$ cat src/rtl/mem_port_arbiter_pkg.sv
// Shared encodings for the unified memory port arbiter.
// The optional statistics block is enabled by MEM_PORT_ARBITER_STATS_EN.
package mem_port_arbiter_pkg;

    typedef enum logic {
        ARB_IDLE = 1'b0,
        ARB_BUSY = 1'b1
    } arb_state_e;

    typedef enum logic {
        OWNER_IF = 1'b0,
        OWNER_D  = 1'b1
    } owner_e;

    localparam logic [2:0] FUNCT3_LW    = 3'b010;
    localparam int         STARVE_CNT_W = 4;

endpackage

$ cat src/rtl/mem_port_arbiter_starve_ctr.sv
// Saturating count of consecutive data grants taken while fetch was waiting.
// below_limit tells the arbiter whether data may still jump ahead of fetch.
module mem_port_arbiter_starve_ctr
    import mem_port_arbiter_pkg::*;
#(
    parameter int LIMIT = 4
) (
    input  logic clk,
    input  logic rst,
    input  logic inc,
    input  logic clr,
    output logic below_limit
);

    localparam logic [STARVE_CNT_W-1:0] LIMIT_C = STARVE_CNT_W'(LIMIT);

    logic [STARVE_CNT_W-1:0] cnt_q;
    logic [STARVE_CNT_W-1:0] cnt_d;

    always_comb begin
        cnt_d = cnt_q;
        if (clr) begin
            cnt_d = '0;
        end else if (inc && (cnt_q < LIMIT_C)) begin
            cnt_d = cnt_q + STARVE_CNT_W'(1);
        end
    end

    always_ff @(posedge clk or negedge rst) begin
        if (!rst) begin
            cnt_q <= '0;
        end else begin
            cnt_q <= cnt_d;
        end
    end

    assign below_limit = (cnt_q < LIMIT_C);

endmodule

$ cat src/rtl/mem_port_arbiter.sv
// Shares one memory port between fetch and load/store, one access in flight.
// Define MEM_PORT_ARBITER_STATS_EN to add grant and wait-cycle counters.
//
//   state    | meaning
//   ARB_IDLE | no access outstanding; arbitrate and grant
//   ARB_BUSY | mem_req held with latched fields until mem_ack
module mem_port_arbiter
    import mem_port_arbiter_pkg::*;
#(
    parameter int ADDR_W       = 32,
    parameter int DATA_W       = 32,
    parameter int STARVE_LIMIT = 4
) (
    input  logic              clk,
    input  logic              rst,
    input  logic              if_req,
    input  logic [ADDR_W-1:0] if_addr,
    output logic              if_gnt,
    output logic              if_rvalid,
    output logic [DATA_W-1:0] if_rdata,
    input  logic              d_req,
    input  logic              d_we,
    input  logic [2:0]        d_funct3,
    input  logic [ADDR_W-1:0] d_addr,
    input  logic [DATA_W-1:0] d_wdata,
    output logic              d_gnt,
    output logic              d_rvalid,
    output logic [DATA_W-1:0] d_rdata,
    output logic              mem_req,
    output logic              mem_we,
    output logic [2:0]        mem_funct3,
    output logic [ADDR_W-1:0] mem_addr,
    output logic [DATA_W-1:0] mem_wdata,
    input  logic              mem_ack,
    input  logic [DATA_W-1:0] mem_rdata
`ifdef MEM_PORT_ARBITER_STATS_EN
    ,
    output logic [31:0]       stat_if_grants,
    output logic [31:0]       stat_d_grants,
    output logic [31:0]       stat_wait_cycles
`endif
);

    arb_state_e        state_q, state_d;
    owner_e            owner_q, owner_d;
    logic              mem_req_q, mem_req_d;
    logic              mem_we_q, mem_we_d;
    logic [2:0]        mem_funct3_q, mem_funct3_d;
    logic [ADDR_W-1:0] mem_addr_q, mem_addr_d;
    logic [DATA_W-1:0] mem_wdata_q, mem_wdata_d;
    logic              if_rvalid_q, if_rvalid_d;
    logic              d_rvalid_q, d_rvalid_d;
    logic [DATA_W-1:0] if_rdata_q, if_rdata_d;
    logic [DATA_W-1:0] d_rdata_q, d_rdata_d;

    logic d_win;
    logic i_win;
    logic starve_below;

    mem_port_arbiter_starve_ctr #(
        .LIMIT(STARVE_LIMIT)
    ) u_starve_ctr (
        .clk         (clk),
        .rst         (rst),
        .inc         (d_win && if_req),
        .clr         ((d_win && !if_req) || i_win),
        .below_limit (starve_below)
    );

    always_comb begin
        d_win        = 1'b0;
        i_win        = 1'b0;
        state_d      = state_q;
        owner_d      = owner_q;
        mem_req_d    = mem_req_q;
        mem_we_d     = mem_we_q;
        mem_funct3_d = mem_funct3_q;
        mem_addr_d   = mem_addr_q;
        mem_wdata_d  = mem_wdata_q;
        if_rvalid_d  = 1'b0;
        d_rvalid_d   = 1'b0;
        if_rdata_d   = if_rdata_q;
        d_rdata_d    = d_rdata_q;

        case (state_q)
            ARB_IDLE: begin
                d_win = d_req && (!if_req || starve_below);
                i_win = !d_win && if_req;
                if (d_win) begin
                    state_d      = ARB_BUSY;
                    owner_d      = OWNER_D;
                    mem_req_d    = 1'b1;
                    mem_we_d     = d_we;
                    mem_funct3_d = d_funct3;
                    mem_addr_d   = d_addr;
                    mem_wdata_d  = d_wdata;
                end else if (i_win) begin
                    state_d      = ARB_BUSY;
                    owner_d      = OWNER_IF;
                    mem_req_d    = 1'b1;
                    mem_we_d     = 1'b0;
                    mem_funct3_d = FUNCT3_LW;
                    mem_addr_d   = if_addr;
                end
            end
            ARB_BUSY: begin
                if (mem_ack) begin
                    state_d   = ARB_IDLE;
                    mem_req_d = 1'b0;
                    if (owner_q == OWNER_D) begin
                        d_rvalid_d = 1'b1;
                        // stores complete without touching the load data
                        if (!mem_we_q) begin
                            d_rdata_d = mem_rdata;
                        end
                    end else begin
                        if_rvalid_d = 1'b1;
                        if_rdata_d  = mem_rdata;
                    end
                end
            end
            default: state_d = ARB_IDLE;
        endcase
    end

    always_ff @(posedge clk or negedge rst) begin
        if (!rst) begin
            state_q      <= ARB_IDLE;
            owner_q      <= OWNER_IF;
            mem_req_q    <= 1'b0;
            mem_we_q     <= 1'b0;
            mem_funct3_q <= '0;
            mem_addr_q   <= '0;
            mem_wdata_q  <= '0;
            if_rvalid_q  <= 1'b0;
            d_rvalid_q   <= 1'b0;
            if_rdata_q   <= '0;
            d_rdata_q    <= '0;
        end else begin
            state_q      <= state_d;
            owner_q      <= owner_d;
            mem_req_q    <= mem_req_d;
            mem_we_q     <= mem_we_d;
            mem_funct3_q <= mem_funct3_d;
            mem_addr_q   <= mem_addr_d;
            mem_wdata_q  <= mem_wdata_d;
            if_rvalid_q  <= if_rvalid_d;
            d_rvalid_q   <= d_rvalid_d;
            if_rdata_q   <= if_rdata_d;
            d_rdata_q    <= d_rdata_d;
        end
    end

    assign if_gnt     = i_win;
    assign d_gnt      = d_win;
    assign if_rvalid  = if_rvalid_q;
    assign if_rdata   = if_rdata_q;
    assign d_rvalid   = d_rvalid_q;
    assign d_rdata    = d_rdata_q;
    assign mem_req    = mem_req_q;
    assign mem_we     = mem_we_q;
    assign mem_funct3 = mem_funct3_q;
    assign mem_addr   = mem_addr_q;
    assign mem_wdata  = mem_wdata_q;

`ifdef MEM_PORT_ARBITER_STATS_EN
    logic [31:0] stat_if_q, stat_if_d;
    logic [31:0] stat_d_q, stat_d_d;
    logic [31:0] stat_wait_q, stat_wait_d;

    always_comb begin
        stat_if_d   = stat_if_q + {31'd0, i_win};
        stat_d_d    = stat_d_q + {31'd0, d_win};
        stat_wait_d = stat_wait_q + {31'd0, (if_req && !i_win) || (d_req && !d_win)};
    end

    always_ff @(posedge clk or negedge rst) begin
        if (!rst) begin
            stat_if_q   <= '0;
            stat_d_q    <= '0;
            stat_wait_q <= '0;
        end else begin
            stat_if_q   <= stat_if_d;
            stat_d_q    <= stat_d_d;
            stat_wait_q <= stat_wait_d;
        end
    end

    assign stat_if_grants   = stat_if_q;
    assign stat_d_grants    = stat_d_q;
    assign stat_wait_cycles = stat_wait_q;
`endif

endmodule

$ cat config.mk
export PLATFORM = sky130hd
export DESIGN_NAME = mem_port_arbiter
export DESIGN_NICKNAME = d
export VERILOG_FILES = /design/src/rtl/mem_port_arbiter_pkg.sv /design/src/rtl/mem_port_arbiter_starve_ctr.sv /design/src/rtl/mem_port_arbiter.sv
export SDC_FILE = /design/constraint.sdc
export NUM_CORES = 1
export LEC_CHECK = 0
export CELL_PAD_IN_SITES_DETAIL_PLACEMENT = 1
export CELL_PAD_IN_SITES_GLOBAL_PLACEMENT = 1
export CORE_MARGIN = 5
export CORE_UTILIZATION = 34
export DETAILED_ROUTE_END_ITERATION = 10
export PLACE_DENSITY = 0.84
export SYNTH_ARGS = -nofsm -noshare
export SYNTH_HDL_FRONTEND = slang
export SYNTH_HIERARCHICAL = 1
export SYNTH_SLANG_ARGS = --single-unit
export TNS_END_PERCENT = 20
$ cat constraint.sdc
create_clock -name clk -period 4.3 [get_ports clk]
set_clock_uncertainty 0.15 [all_clocks]
set_input_delay 1.075 -clock clk [delete_from_list [all_inputs] [get_ports clk]]
set_output_delay 1.075 -clock clk [all_outputs]
set_load 0.03 [all_outputs]
# Yosys cells after proc, flatten, opt, wreduce, memory -nomap -nowiden
# Cells that the tools add are included.
# totals
regBits,141
input_bits,137
out_inout_bits,137
# classes
add_sub_neg,1
n_lt_le_gt_ge,1
eq_ne,2
n_mux,25
bitwise_logic,3
reduce_logical,16
# op_table
cell,n
$mux W32,2
$mux W1,17
$mux W4,2
$mux W3,2
$reduce_and A2 Y1,3
$logic_and A1 B1 Y1,5
$add A4 B1 Y4 const B,1
$lt A4 B3 Y1 const B,1
$pmux W1 S2,2
$reduce_and A4 Y1,1
$reduce_bool A2 Y1,2
$ne A3 B3 Y1 const B,1
$not A1 Y1,3
$reduce_and A3 Y1,1
$logic_not A1 Y1,2
$logic_or A1 B1 Y1,2
$ne A2 B2 Y1 const B,1

# Longest topological paths before layout
# depth
word_depth,8
mapped_depth,7

# Cells and area by module
# Netlist, hierarchy kept.
# modules_own_cells
module,n_inst,cells_each,area_per_inst_um2,seq_area_each_um2
mem_port_arbiter,1,420,5554.1,3428.3
mem_port_arbiter_starve_ctr,1,17,201.4,100.1

# Worst setup path after synthesis
# OpenSTA, ideal clock, no wires.
# synth_timing
path_type,input-to-output
startpoint,input port if_req
endpoint,output port if_gnt
t_arrival_ns,1.985
slack_ns,1.090
cell_stages,4
path_buffers,2
path_cell_list,nand2b_1 -> buf_4 -> clkbuf_1 -> a21oi_1
# synth_via
elab_chain_cells,6
# synth_rtl
item,line,rtl
start: declaration,mem_port_arbiter.sv:16,"input logic if_req,"
$logic_not A1 Y1,mem_port_arbiter.sv:87,d_win = d_req && (!if_req || starve_below);
$logic_or A1 B1 Y1,mem_port_arbiter.sv:87,
$logic_and A1 B1 Y1,mem_port_arbiter.sv:87,
$logic_not A1 Y1,mem_port_arbiter.sv:88,i_win = !d_win && if_req;
$logic_and A1 B1 Y1 *,mem_port_arbiter.sv:88,
$mux W1 *,mem_port_arbiter.sv:85,case (state_q)
end: declaration,mem_port_arbiter.sv:18,"output logic if_gnt,"
# Mark *: on every way between the ends. The rest lies on a longest branch, timed or not.

# Final worst setup path
# layout_timing
startpoint,input port if_req
endpoint,output port d_gnt
# layout_via
elab_chain_cells,4
# layout_rtl
item,line,rtl
$logic_not A1 Y1,mem_port_arbiter.sv:87,
$logic_or A1 B1 Y1,mem_port_arbiter.sv:87,
$logic_and A1 B1 Y1,mem_port_arbiter.sv:87,
$mux W1,mem_port_arbiter.sv:85,
end: declaration,mem_port_arbiter.sv:26,"output logic d_gnt,"
# No other way between the ends.

==> summary by stage <==
Outcome
The flow ran to the end, and the final reports show no timing, DRC or antenna violations.

Die
The floorplan die width is 140.1 um. The y dimension of the die is 140.1 um. The floorplan step defined a core boundary enclosing 16580 um2.

The I/O pin total is 274. The initial utilization of the core area, before any placement, comes to 0.3471. The die covers 19630 um2. The number of placement rows is 47.

Clocking
The number of buffers inserted during clock tree synthesis is 17. The longest clock path from root to sink contains 2 buffers. The clock tree root buffer cell is sky130_fd_sc_hd__clkbuf_16. Gates resized during post-CTS repair numbered 0.

Buffers inserted to repair hold after CTS numbered 0. The buffers inserted during post-CTS setup optimization is 0. TritonCTS built the clock tree. After clock tree synthesis, the clock-pin slew on the worst setup and hold paths is 60 ps.

The TritonCTS sink count is 141. The H-tree was split into 4 levels. At the later pin of the worst-skew pair, clock insertion delay measures 410 ps.

Drt
After detailed routing, the total wire length is 19180 um. The per-cell via count in the routed design is 4.961. The count of nets left with antenna violations once routing finished came out at 0. The average wire per cell in the routed design is 20.42 um.

The first detailed-routing pass took 4 iterations. The total number of vias is 4658. The total DRC errors in the routed layout is 0. After the first detailed-routing iteration, the DRC count stood at 189.

Timing
The clock period could shrink to 3475 ps. The worst slew margin relative to its limit is 0.2496. Based on the critical path, the design can be clocked at up to 0.2878 GHz. Setup repair after global routing left no endpoint under its margin. Dividing the final minimum period by the clock period gives 0.8081.

The number of pins exceeding their max-slew limit in the final report was 0. After layout, the worst setup slack is 825.0 ps. The number of endpoints failing setup at the final stage is 0. Summed over all failing endpoints, the final setup total negative slack is 0 ps. On the final layout, the worst hold slack is 323.8 ps. The number of failing hold endpoints at the final stage was 0. The slew at the pin closest to its max-slew limit is 1126 ps.

Setup path
The start-to-end type of the worst setup path is in -> out. The startpoint class of the critical path is an input pin. For the worst flop-to-flop path, the logic depth is 5. The data required time at the worst endpoint is 3070 ps. The maximum fanout count along the critical path is 7. STA classifies the critical path endpoint as an output pin.

The endpoint arrival time on the critical path is 2250 ps.

Placed design
The HPWL after detailed placement is 14090 um. Routability-driven placement finished with a final weighted congestion of 0.8025. The quantity of I/O buffers inserted on ports is 273. OpenSTA, run right after detailed placement, puts the worst setup slack at 811.7 ps. The count of placed standard cells including taps is 907.

Synth
The count of different cell masters after synthesis is 31. The average size of a mapped cell is 13.17 um2. In the post-synthesis netlist, the biggest area contributors are sky130_fd_sc_hd__dfrtp_1, sky130_fd_sc_hd__mux2_2, sky130_fd_sc_hd__mux2_1.

The share of the Yosys chip area taken by registers is 0.6130. The count of warnings emitted by yosys is 6. The fraction of synthesized cell area taken by the top area cell type is 0.6130. Summed over all instances, the cell type with the most area after synthesis is sky130_fd_sc_hd__dfrtp_1. Counting every net in the synthesized netlist gives 575. The post-synthesis register bit count is 141. After synthesis the cells add up to 5756 um2. The cell count after synthesis is 437.

Global routing
The global-route wire length before repair is 30090 um. Across every metal layer, demand over resource in global routing totals 0.1956. Entering global routing, the biggest net connects 125 pins. The initial antenna violation count is 0. Summed over all layers, the global routing overflow is 0. The number of global-route vias before repair was 5209.

Power
IR analysis of the VDD net gives a maximum drop of 0.3664 mV. In this run the power density over the cells is 767.6 nW/um2. The final total power is 0.007098 W. In this run the static leakage power is 3.793 nW.

Cells and area
Compared with the post-synthesis result, the final layout area differs by 60.67%. The non-filler instance count after layout is 939. The total of fill cells in the finished design is 1684. In the final design database the tool counted 844 nets.

The count of antenna diodes in the layout is 0. The fraction of final layout cells sized beyond drive strength 1 is 0.1641.

Run
The max-cap violation count is 0.

Worst hold path
The kind of path behind the tightest hold check is reg -> reg. Counting instances, the worst hold path has a depth of 2.
## kinds of logic after synthesis
family,after synthesis,share of synthesized area
multiplexers,98,0.1980
AND/OR/NAND/NOR,54,0.04696
adder cells (fa/ha/maj),1,0.002174
flip-flops,141,0.6130
AO/OA/AOI/OAI,107,0.1039
buffers and inverters,36,0.03587
## Yosys cell counts
cell and instances:
sky130_fd_sc_hd__dfrtp_1 141, sky130_fd_sc_hd__mux2_2 58, sky130_fd_sc_hd__a21oi_1 35, sky130_fd_sc_hd__nor2_1 34
sky130_fd_sc_hd__o21ai_0 33, sky130_fd_sc_hd__a31oi_1 32, sky130_fd_sc_hd__mux2_1 29, sky130_fd_sc_hd__clkbuf_1 13
sky130_fd_sc_hd__mux2_4 10, sky130_fd_sc_hd__buf_4 9, sky130_fd_sc_hd__buf_2 6, sky130_fd_sc_hd__nand2_1 6
sky130_fd_sc_hd__buf_6 4, sky130_fd_sc_hd__inv_1 4, sky130_fd_sc_hd__nand2b_1 4, sky130_fd_sc_hd__a22o_1 3
sky130_fd_sc_hd__nor2b_1 2, sky130_fd_sc_hd__and2b_1 1, sky130_fd_sc_hd__and3_4 1, sky130_fd_sc_hd__ha_1 1
sky130_fd_sc_hd__mux2i_1 1, sky130_fd_sc_hd__nand2b_2 1, sky130_fd_sc_hd__nand3_4 1, sky130_fd_sc_hd__nand3b_1 1
sky130_fd_sc_hd__nor2_2 1, sky130_fd_sc_hd__nor3_1 1, sky130_fd_sc_hd__nor3b_4 1, sky130_fd_sc_hd__o21ai_1 1
sky130_fd_sc_hd__o21ba_2 1, sky130_fd_sc_hd__o21bai_1 1, sky130_fd_sc_hd__o22a_1 1
## final cells by class
class                           count  area, um2  share of cell area
Clock buffer                       19      442.9             0.04790
Clock inverter                     13      165.2             0.01786
Inverter                            4      15.01            0.001624
Multi-Input combinational cell    260       2024              0.2189
Sequential cell                   141       3528              0.3815
Tap cell                          220      275.3             0.02977
Timing Repair Buffer              282       2796              0.3024
## path summary, 6_finish.rpt
kind / endpoint / slack (ps) / from
setup / recovery: d_gnt / 830 / if_req
setup reg to reg: u_starve_ctr/cnt_q[0] / 2210 / u_starve_ctr/cnt_q[2]
max in group asynchronous: d_rdata[26] / 2360 / rst
hold / removal: mem_req / 320 / mem_req
min in group asynchronous: mem_wdata[17] / 710 / rst
hold reg to reg: mem_req / 320 / mem_req
## per-layer routing
| layer | vias up | track usage | share of wire |
|---|---|---|---|
| li1 | 2096 | - | - |
| met5 | - | 0 | 0 |
| met1 | 2333 | 0.2217 | 0.39 |
| met4 | 0 | 0.06833 | 0.022 |
| met2 | 198 | 0.3497 | 0.52 |
| met3 | 31 | 0.05930 | 0.066 |
## sequential cells by signal, indices dropped and copies added, names as in the netlist
signal and flops:
mem_addr 32, if_rvalid 1, mem_wdata 32, if_rdata 32, mem_funct3 3, u_starve_ctr/cnt_q 4, state_q 1, d_rvalid 1
mem_we 1, mem_req 1, owner_q 1, d_rdata 32
## report_power, final
part / internal, W / leakage, nW / switching, W / total [W]
logic: 0.00151 / 1.87 / 0.00186 / 0.00337
registers: 0.00190 / 1.65 / 0.000321 / 0.00222
clock network: 0.000930 / 0.274 / 0.000585 / 0.00151
## worst max-delay path, cell delays in order
cell and delay [ps]:
sky130_fd_sc_hd__clkdlybuf4s50_1 510, sky130_fd_sc_hd__nand2b_1 210, sky130_fd_sc_hd__nand3_4 100, sky130_fd_sc_hd__inv_1 160, sky130_fd_sc_hd__buf_4 190
## stage by stage
step                      utilization  instance area [um2]
after floorplan                     -                 5756
after global placement         0.5210                 8640
after detailed placement       0.5210                 8640
after CTS                      0.5576                 9248
after global routing           0.5576                 9248
final                          0.5576                 9248
## placed cells by master (no fill, tap or decap), drive strengths merged
master,instances
clkdlybuf4s50,270
dfrtp,141
mux2,97
a21oi,35
nor2,35
o21ai,34
a31oi,32
clkbuf,19
buf,12
clkinvlp,7
nand2,6
inv,6
nand2b,5
a22o,3
bufinv,3
nor2b,2
nand3,1
and2b,1
o21bai,1
nor3,1
and3,1
o21ba,1
o22a,1
clkinv,1
nor3b,1
mux2i,1
nand3b,1
ha,1
No activity file was read; power rests on OpenSTA's default activity.
